==> src/rtl/spoc64_ctrl.sv <==
// SpoC-64 AEAD control FSM: sequences key/npub load, init permutation, AD absorb,
// message processing, tag generation/verification, and terminates the key/bdi/bdo streams.
module spoc64_ctrl #(
  parameter int PW        = 32,
  parameter int BLK_BYTES = 8,
  parameter int KEY_WORDS = 4
) (
  input  logic       clk,
  input  logic       rst,
  input  logic       cmd_valid,
  output logic       cmd_ready,
  input  logic       cmd_decrypt,
  input  logic       cmd_new_key,
  input  logic       cmd_empty_ad,
  input  logic       cmd_empty_msg,
  input  logic       key_valid,
  output logic       key_ready,
  input  logic       bdi_valid,
  output logic       bdi_ready,
  input  logic       bdi_eot,
  input  logic [3:0] bdi_type,
  input  logic [2:0] bdi_size,
  output logic       bdo_valid,
  input  logic       bdo_ready,
  output logic       auth_valid,
  output logic       auth,
  input  logic       perm_done,
  input  logic       trunc_complete,
  input  logic       dp_msg_auth,
  output logic       start,
  output logic       init_state,
  output logic       init_lock,
  output logic       en_key,
  output logic       en_npub,
  output logic       en_bdi,
  output logic       clr_bdi,
  output logic       en_cum_size,
  output logic       en_trunc,
  output logic       init_trunc,
  output logic       bdi_partial_reg,
  output logic       bdi_complete,
  output logic       bdo_complete,
  output logic       en_state_in,
  output logic       sel_tag,
  output logic       lock_tag_state,
  output logic       decrypt_reg,
  output logic [1:0] ctrl_word
);

  localparam logic [3:0] BLK_B   = 4'(BLK_BYTES);
  localparam logic [3:0] WORD_B  = 4'(PW / 8);
  localparam logic [1:0] KW_LAST = 2'(KEY_WORDS - 1);

  localparam logic [3:0] T_AD   = 4'b0001;
  localparam logic [3:0] T_MSG  = 4'b0100;
  localparam logic [3:0] T_TAG  = 4'b1000;

  typedef enum logic [4:0] {
    S_IDLE, S_LD_KEY, S_LD_NPUB, S_INIT, S_PERM, S_PERM_WAIT, S_ILOCK,
    S_AD_CLR, S_AD_RD, S_AD_ABS, S_MSG_CLR, S_MSG_RD, S_TRUNC_INIT, S_TRUNC,
    S_MSG_OUT, S_MSG_ABS, S_TAG, S_TAG_OUT, S_TAG_CLR, S_TAG_IN, S_AUTH
  } state_t;

  state_t     state_q, state_d;
  state_t     ret_q, ret_d;
  logic [1:0] cnt_q, cnt_d;
  logic [3:0] blk_bytes_q, blk_bytes_d;
  logic       eot_q, eot_d;
  logic       dec_q, dec_d;
  logic       empty_ad_q, empty_ad_d;
  logic       empty_msg_q, empty_msg_d;

  logic       type_ok;
  logic       rd_fire;
  logic [3:0] blk_sum;
  logic       rd_last;

  // bdi_ready in the read states is gated by a phase/type match; a mismatch simply stalls.
  always_comb begin
    type_ok = ((state_q == S_AD_RD)  && (bdi_type == T_AD))  ||
              ((state_q == S_MSG_RD) && (bdi_type == T_MSG)) ||
              ((state_q == S_TAG_IN) && (bdi_type == T_TAG));
    rd_fire = bdi_valid && type_ok;
    blk_sum = blk_bytes_q + {1'b0, bdi_size};
    rd_last = cnt_q[0] || bdi_eot;
  end

  always_comb begin
    state_d     = state_q;
    ret_d       = ret_q;
    cnt_d       = cnt_q;
    blk_bytes_d = blk_bytes_q;
    eot_d       = eot_q;
    dec_d       = dec_q;
    empty_ad_d  = empty_ad_q;
    empty_msg_d = empty_msg_q;
    case (state_q)
      S_IDLE: begin
        if (cmd_valid) begin
          dec_d       = cmd_decrypt;
          empty_ad_d  = cmd_empty_ad;
          empty_msg_d = cmd_empty_msg;
          cnt_d       = '0;
          state_d     = cmd_new_key ? S_LD_KEY : S_LD_NPUB;
        end
      end
      S_LD_KEY: begin
        if (key_valid) begin
          cnt_d = cnt_q + 2'd1;
          if (cnt_q == KW_LAST) state_d = S_LD_NPUB;
        end
      end
      S_LD_NPUB: begin
        if (bdi_valid) begin
          cnt_d = cnt_q + 2'd1;
          if (cnt_q == KW_LAST) state_d = S_INIT;
        end
      end
      S_INIT: begin
        state_d = S_PERM;
        ret_d   = S_ILOCK;
      end
      S_PERM:      state_d = S_PERM_WAIT;
      S_PERM_WAIT: if (perm_done) state_d = ret_q;
      S_ILOCK: begin
        if (!empty_ad_q)       state_d = S_AD_CLR;
        else if (!empty_msg_q) state_d = S_MSG_CLR;
        else                   state_d = S_TAG;
      end
      S_AD_CLR, S_MSG_CLR: begin
        cnt_d       = '0;
        blk_bytes_d = '0;
        eot_d       = 1'b0;
        state_d     = (state_q == S_AD_CLR) ? S_AD_RD : S_MSG_RD;
      end
      S_AD_RD, S_MSG_RD: begin
        if (rd_fire) begin
          blk_bytes_d = blk_sum;
          eot_d       = bdi_eot;
          cnt_d       = {1'b0, ~cnt_q[0]};
          if (rd_last) begin
            cnt_d = '0;
            if (state_q == S_AD_RD)  state_d = S_AD_ABS;
            else if (blk_sum < BLK_B) state_d = S_TRUNC_INIT;
            else                      state_d = S_MSG_OUT;
          end
        end
      end
      S_AD_ABS: begin
        state_d = S_PERM;
        if (!eot_q)            ret_d = S_AD_CLR;
        else if (!empty_msg_q) ret_d = S_MSG_CLR;
        else                   ret_d = S_TAG;
      end
      S_TRUNC_INIT: state_d = S_TRUNC;
      S_TRUNC:      if (trunc_complete) state_d = S_MSG_OUT;
      S_MSG_OUT: begin
        if (bdo_ready) begin
          if (!cnt_q[0] && (blk_bytes_q > WORD_B)) begin
            cnt_d = 2'd1;
          end else begin
            cnt_d   = '0;
            state_d = S_MSG_ABS;
          end
        end
      end
      S_MSG_ABS: begin
        state_d = S_PERM;
        ret_d   = eot_q ? S_TAG : S_MSG_CLR;
      end
      S_TAG: begin
        state_d = S_PERM;
        ret_d   = dec_q ? S_TAG_CLR : S_TAG_OUT;
        cnt_d   = '0;
      end
      S_TAG_OUT: begin
        if (bdo_ready) begin
          if (!cnt_q[0]) begin
            cnt_d = 2'd1;
          end else begin
            cnt_d   = '0;
            state_d = S_IDLE;
          end
        end
      end
      S_TAG_CLR: begin
        cnt_d   = '0;
        state_d = S_TAG_IN;
      end
      S_TAG_IN: begin
        if (rd_fire) begin
          if (cnt_q[0]) begin
            cnt_d   = '0;
            state_d = S_AUTH;
          end else begin
            cnt_d = 2'd1;
          end
        end
      end
      S_AUTH:  state_d = S_IDLE;
      default: state_d = S_IDLE;
    endcase
  end

  always_ff @(posedge clk) begin
    if (rst) begin
      state_q     <= S_IDLE;
      ret_q       <= S_IDLE;
      cnt_q       <= '0;
      blk_bytes_q <= '0;
      eot_q       <= 1'b0;
      dec_q       <= 1'b0;
      empty_ad_q  <= 1'b0;
      empty_msg_q <= 1'b0;
    end else begin
      state_q     <= state_d;
      ret_q       <= ret_d;
      cnt_q       <= cnt_d;
      blk_bytes_q <= blk_bytes_d;
      eot_q       <= eot_d;
      dec_q       <= dec_d;
      empty_ad_q  <= empty_ad_d;
      empty_msg_q <= empty_msg_d;
    end
  end

  // Controls decode from the registered state; enables tied to a handshake add the valid term.
  assign cmd_ready       = (state_q == S_IDLE);
  assign key_ready       = (state_q == S_LD_KEY);
  assign en_key          = key_ready && key_valid;
  assign bdi_ready       = (state_q == S_LD_NPUB) || type_ok;
  assign en_npub         = (state_q == S_LD_NPUB) && bdi_valid;
  assign clr_bdi         = (state_q == S_AD_CLR) || (state_q == S_MSG_CLR) || (state_q == S_TAG_CLR);
  assign en_bdi          = clr_bdi || rd_fire;
  assign en_cum_size     = (state_q == S_AD_CLR) || (state_q == S_MSG_CLR) ||
                           (rd_fire && (state_q != S_TAG_IN));
  assign bdi_complete    = rd_fire && cnt_q[0];
  assign start           = (state_q == S_PERM);
  assign init_state      = (state_q == S_INIT);
  assign init_lock       = (state_q == S_ILOCK);
  assign lock_tag_state  = (state_q == S_TAG);
  assign en_state_in     = (state_q == S_INIT) || (state_q == S_ILOCK) || (state_q == S_AD_ABS) ||
                           (state_q == S_MSG_ABS) || (state_q == S_TAG);
  assign ctrl_word       = {state_q == S_MSG_ABS, state_q == S_AD_ABS};
  assign bdi_partial_reg = ((state_q == S_AD_ABS) || (state_q == S_MSG_ABS)) && (blk_bytes_q < BLK_B);
  assign init_trunc      = (state_q == S_TRUNC_INIT);
  assign en_trunc        = (state_q == S_TRUNC);
  assign bdo_valid       = (state_q == S_MSG_OUT) || (state_q == S_TAG_OUT);
  assign bdo_complete    = bdo_valid && cnt_q[0];
  assign sel_tag         = (state_q == S_TAG_OUT);
  assign auth_valid      = (state_q == S_AUTH);
  assign auth            = auth_valid && dp_msg_auth;
  assign decrypt_reg     = dec_q;

endmodule

==> config.mk <==
export PLATFORM = sky130hd
export DESIGN_NAME = spoc64_ctrl
export DESIGN_NICKNAME = d
export VERILOG_FILES = /design/src/rtl/spoc64_ctrl.sv
export SDC_FILE = /design/constraint.sdc
export NUM_CORES = 1
export LEC_CHECK = 0
export ABC_AREA = 1
export CAP_MARGIN = 20
export CORE_MARGIN = 2
export CORE_UTILIZATION = 25
export DETAILED_ROUTE_END_ITERATION = 10
export SLEW_MARGIN = 30
export SYNTH_ARGS = -nofsm -noshare
export SYNTH_HDL_FRONTEND = slang
export SYNTH_SLANG_ARGS = --single-unit
export TNS_END_PERCENT = 1
==> constraint.sdc <==
create_clock -name clk -period 3.9 [get_ports clk]
set_input_delay 0.39 -clock clk [delete_from_list [all_inputs] [get_ports clk]]
set_output_delay 0.39 -clock clk [all_outputs]
set_load 0.01 [all_outputs]
==> flow_metrics.tcl <==
set metrics [dict create \
    grt-ovfl-total 0 \
    synth_cell_types 33 \
    yosysMostFrequentCell "nand2_1" \
    synth.net_count 327 \
    post-route-min-period_ns 2.910 \
    hpwl_um 4616 \
    async_flop_share 0 \
    synth_cells 301 \
    ys.warnings.count 0 \
    p_sw_frac 0.4808 \
    track_usage 0.1471 \
    crit_required_ns 3.51 \
    io_buffers 45 \
    setup_tns_ns 0 \
    numCtsBuffers 3 \
    setup_violations 0 \
    largestRegisters "ret_q x5, state_q x5, blk_bytes_q x4" \
    fin_skew_ns 0.002131 \
    netlist_area_um2 1798 \
    drive_above_1_share 0.1275 \
    place_congestion 0.9906 \
    clockBufferDepth 2 \
    drc 0 \
    pwr-share-seq 0.233 \
    drt-wirelength-per-cell_um 12.78 \
    cts-resized-gates 0 \
    slew_headroom 0.6065 \
    fillers 767 \
    ios 46 \
    start_util 0.2617 \
    ys_top_cells_by_area "dfxtp_1 22%, nand2_1 15%, nor2_1 9.8%" \
    p_switching_mw 0.6460 \
    antenna_found_initial 0 \
    ir_drop_v 0.0001760 \
    start_kind "register" \
    dieArea_um2 7886 \
    rows 30 \
    clock.fmax_ghz 0.3436 \
    synth-seq-area-share 0.2227 \
    vias 2028 \
    tightest_slew_ns 0.5895 \
    dp_cells 437 \
    fp.dieW_um 88.81 \
    powerDensity_nw_per_um2 558.3 \
    grt_pass1_wl_um 8990 \
    viasPerCell 4.599 \
    crit_arrival_ns 2.52 \
    yosysTopAreaCell "dfxtp_1" \
    nNetsFinal 372 \
    hold_path.class "reg -> reg" \
    n_antenna_cell 0 \
    clk_pin_slew_ns 0.08 \
    synth_seq_cells 20 \
    first_pass_iters 4 \
    synthFlopType "dfxtp_1" \
    power_leakage_nw 1.146 \
    combPwrFrac 0.612 \
    area_delta_synth_final_pct 33.82 \
    criticalPathCategory "reg -> out" \
    drt-initial-drc-count 224 \
    rsz0062_at_grt "no" \
    layout.cells.non_filler 441 \
    min_period_over_period 0.7462 \
    placed_area_um2 2335 \
    synth-edff-count 0 \
    power_mw 1.343 \
    maxSlewViolCount 0 \
    cts_tree "done" \
    pwr-share-clk 0.154 \
    coreArea_um2 6869 \
    die_h_um 88.81 \
    fin_area_um2 2406 \
    synth_top_cell_area_share 0.2227 \
    p_int_mw 0.6974 \
    postRouteAntennaNets 0 \
    grt_max_degree 14 \
    cts.sinks 20 \
    htreeDepth 1 \
    root_buffer "clkbuf_8" \
    clk_latency_ns 0.26 \
    crit_fanout 13 \
    outcome "finished, final reports clean" \
    drv_cap 0 \
    cts_setup_buffers 0 \
    crit_path_end_kind "primary output" \
    grt_pass1_vias 1930 \
    synth_common_cells "73 x nand2_1, 47 x nor2_1, 42 x inv_1, 25 x nand3_1, 20 x dfxtp_1" \
    avgSynthCellArea_um2 5.973 \
    hold_viol 0 \
    routed_wl_um 5634 \
    ctsHoldBuffers 0 \
]
## through the flow
step	utilization	setup WS, ns	hold slack [ns]
2_1_floorplan	-	2.165	0.4474
4_1_cts	0.3503	1.008	0.4934
3_5_place_dp	0.3399	1.173	0.4802
6_report	0.3503	0.9897	0.4885
5_1_grt	0.3503	0.7929	0.5120
3_3_place_gp	0.3399	1.205	0.4730
## final timing paths
check                              start                           to  slack (ns)  cells past startpoint
min reg2reg  blk_bytes_q[2]$_SDFFE_PP0P_  blk_bytes_q[2]$_SDFFE_PP0P_        0.49                      2
max              state_q[4]$_SDFFE_PP0P_                  en_state_in        0.99                      8
min          blk_bytes_q[2]$_SDFFE_PP0P_  blk_bytes_q[2]$_SDFFE_PP0P_        0.49                      2
max reg2reg      state_q[4]$_SDFFE_PP0P_      state_q[0]$_SDFFE_PP0P_        1.84                     11
## area by class of cell
type,instances,area [um2],share of cell area
clock buffer,3,41.29,0.01716
clock inverter,1,30.03,0.01248
inverter,50,188.9,0.07852
multi-input combinational,226,1175,0.4883
sequential,20,400.4,0.1664
tap,96,120.1,0.04992
timing repair buffer,45,450.4,0.1872
## routing by layer
layer  up-vias  share of wire  track usage
met5         -              0            0
met4         0         0.0064      0.03719
met3         4          0.083      0.02705
met2        83           0.43       0.2347
met1       886           0.48       0.2042
li1       1055              -            -
## power groups by stage
stage / clock [mW] / combinational [mW] / sequential [mW]
2_1_floorplan: 0 / 0.588 / 0.299
3_3_place_gp: 0 / 0.816 / 0.318
3_5_place_dp: 0 / 0.814 / 0.317
4_1_cts: 0.217 / 0.818 / 0.313
5_1_grt: 0.224 / 0.916 / 0.319
6_report: 0.207 / 0.823 / 0.313
## cell families after synthesis
family	after synthesis	share of synthesized area
compound gates	33	0.1141
buf+inv	55	0.1239
xor+xnor	1	0.004872
fa+ha+maj	5	0.03897
flops	20	0.2227
simple gates	187	0.4955
## worst max-delay path, cell delays in order (launching register included)
cell             delay [ns]
dfxtp_1                0.57
inv_2                  0.21
nand3_1                0.21
nor2_1                 0.12
nor2_1                 0.20
nand2_1                0.14
nor2_2                 0.23
nand2_1                0.09
clkdlybuf4s50_1        0.49
## cells in the final DEF, fill, tap and decap left out, drive strengths merged
cell            n
nand2          83
nor2           55
inv            49
clkdlybuf4s50  45
nand3          31
dfxtp          20
a21oi          15
nand4          13
o21ai          12
ha              4
clkbuf          3
or2             2
a41oi           2
o211ai          2
clkinv          1
nor3            1
and2            1
a31oi           1
a221oi          1
nand3b          1
xor2            1
fa              1
bufinv          1
Power figures use the tool's default switching activity.
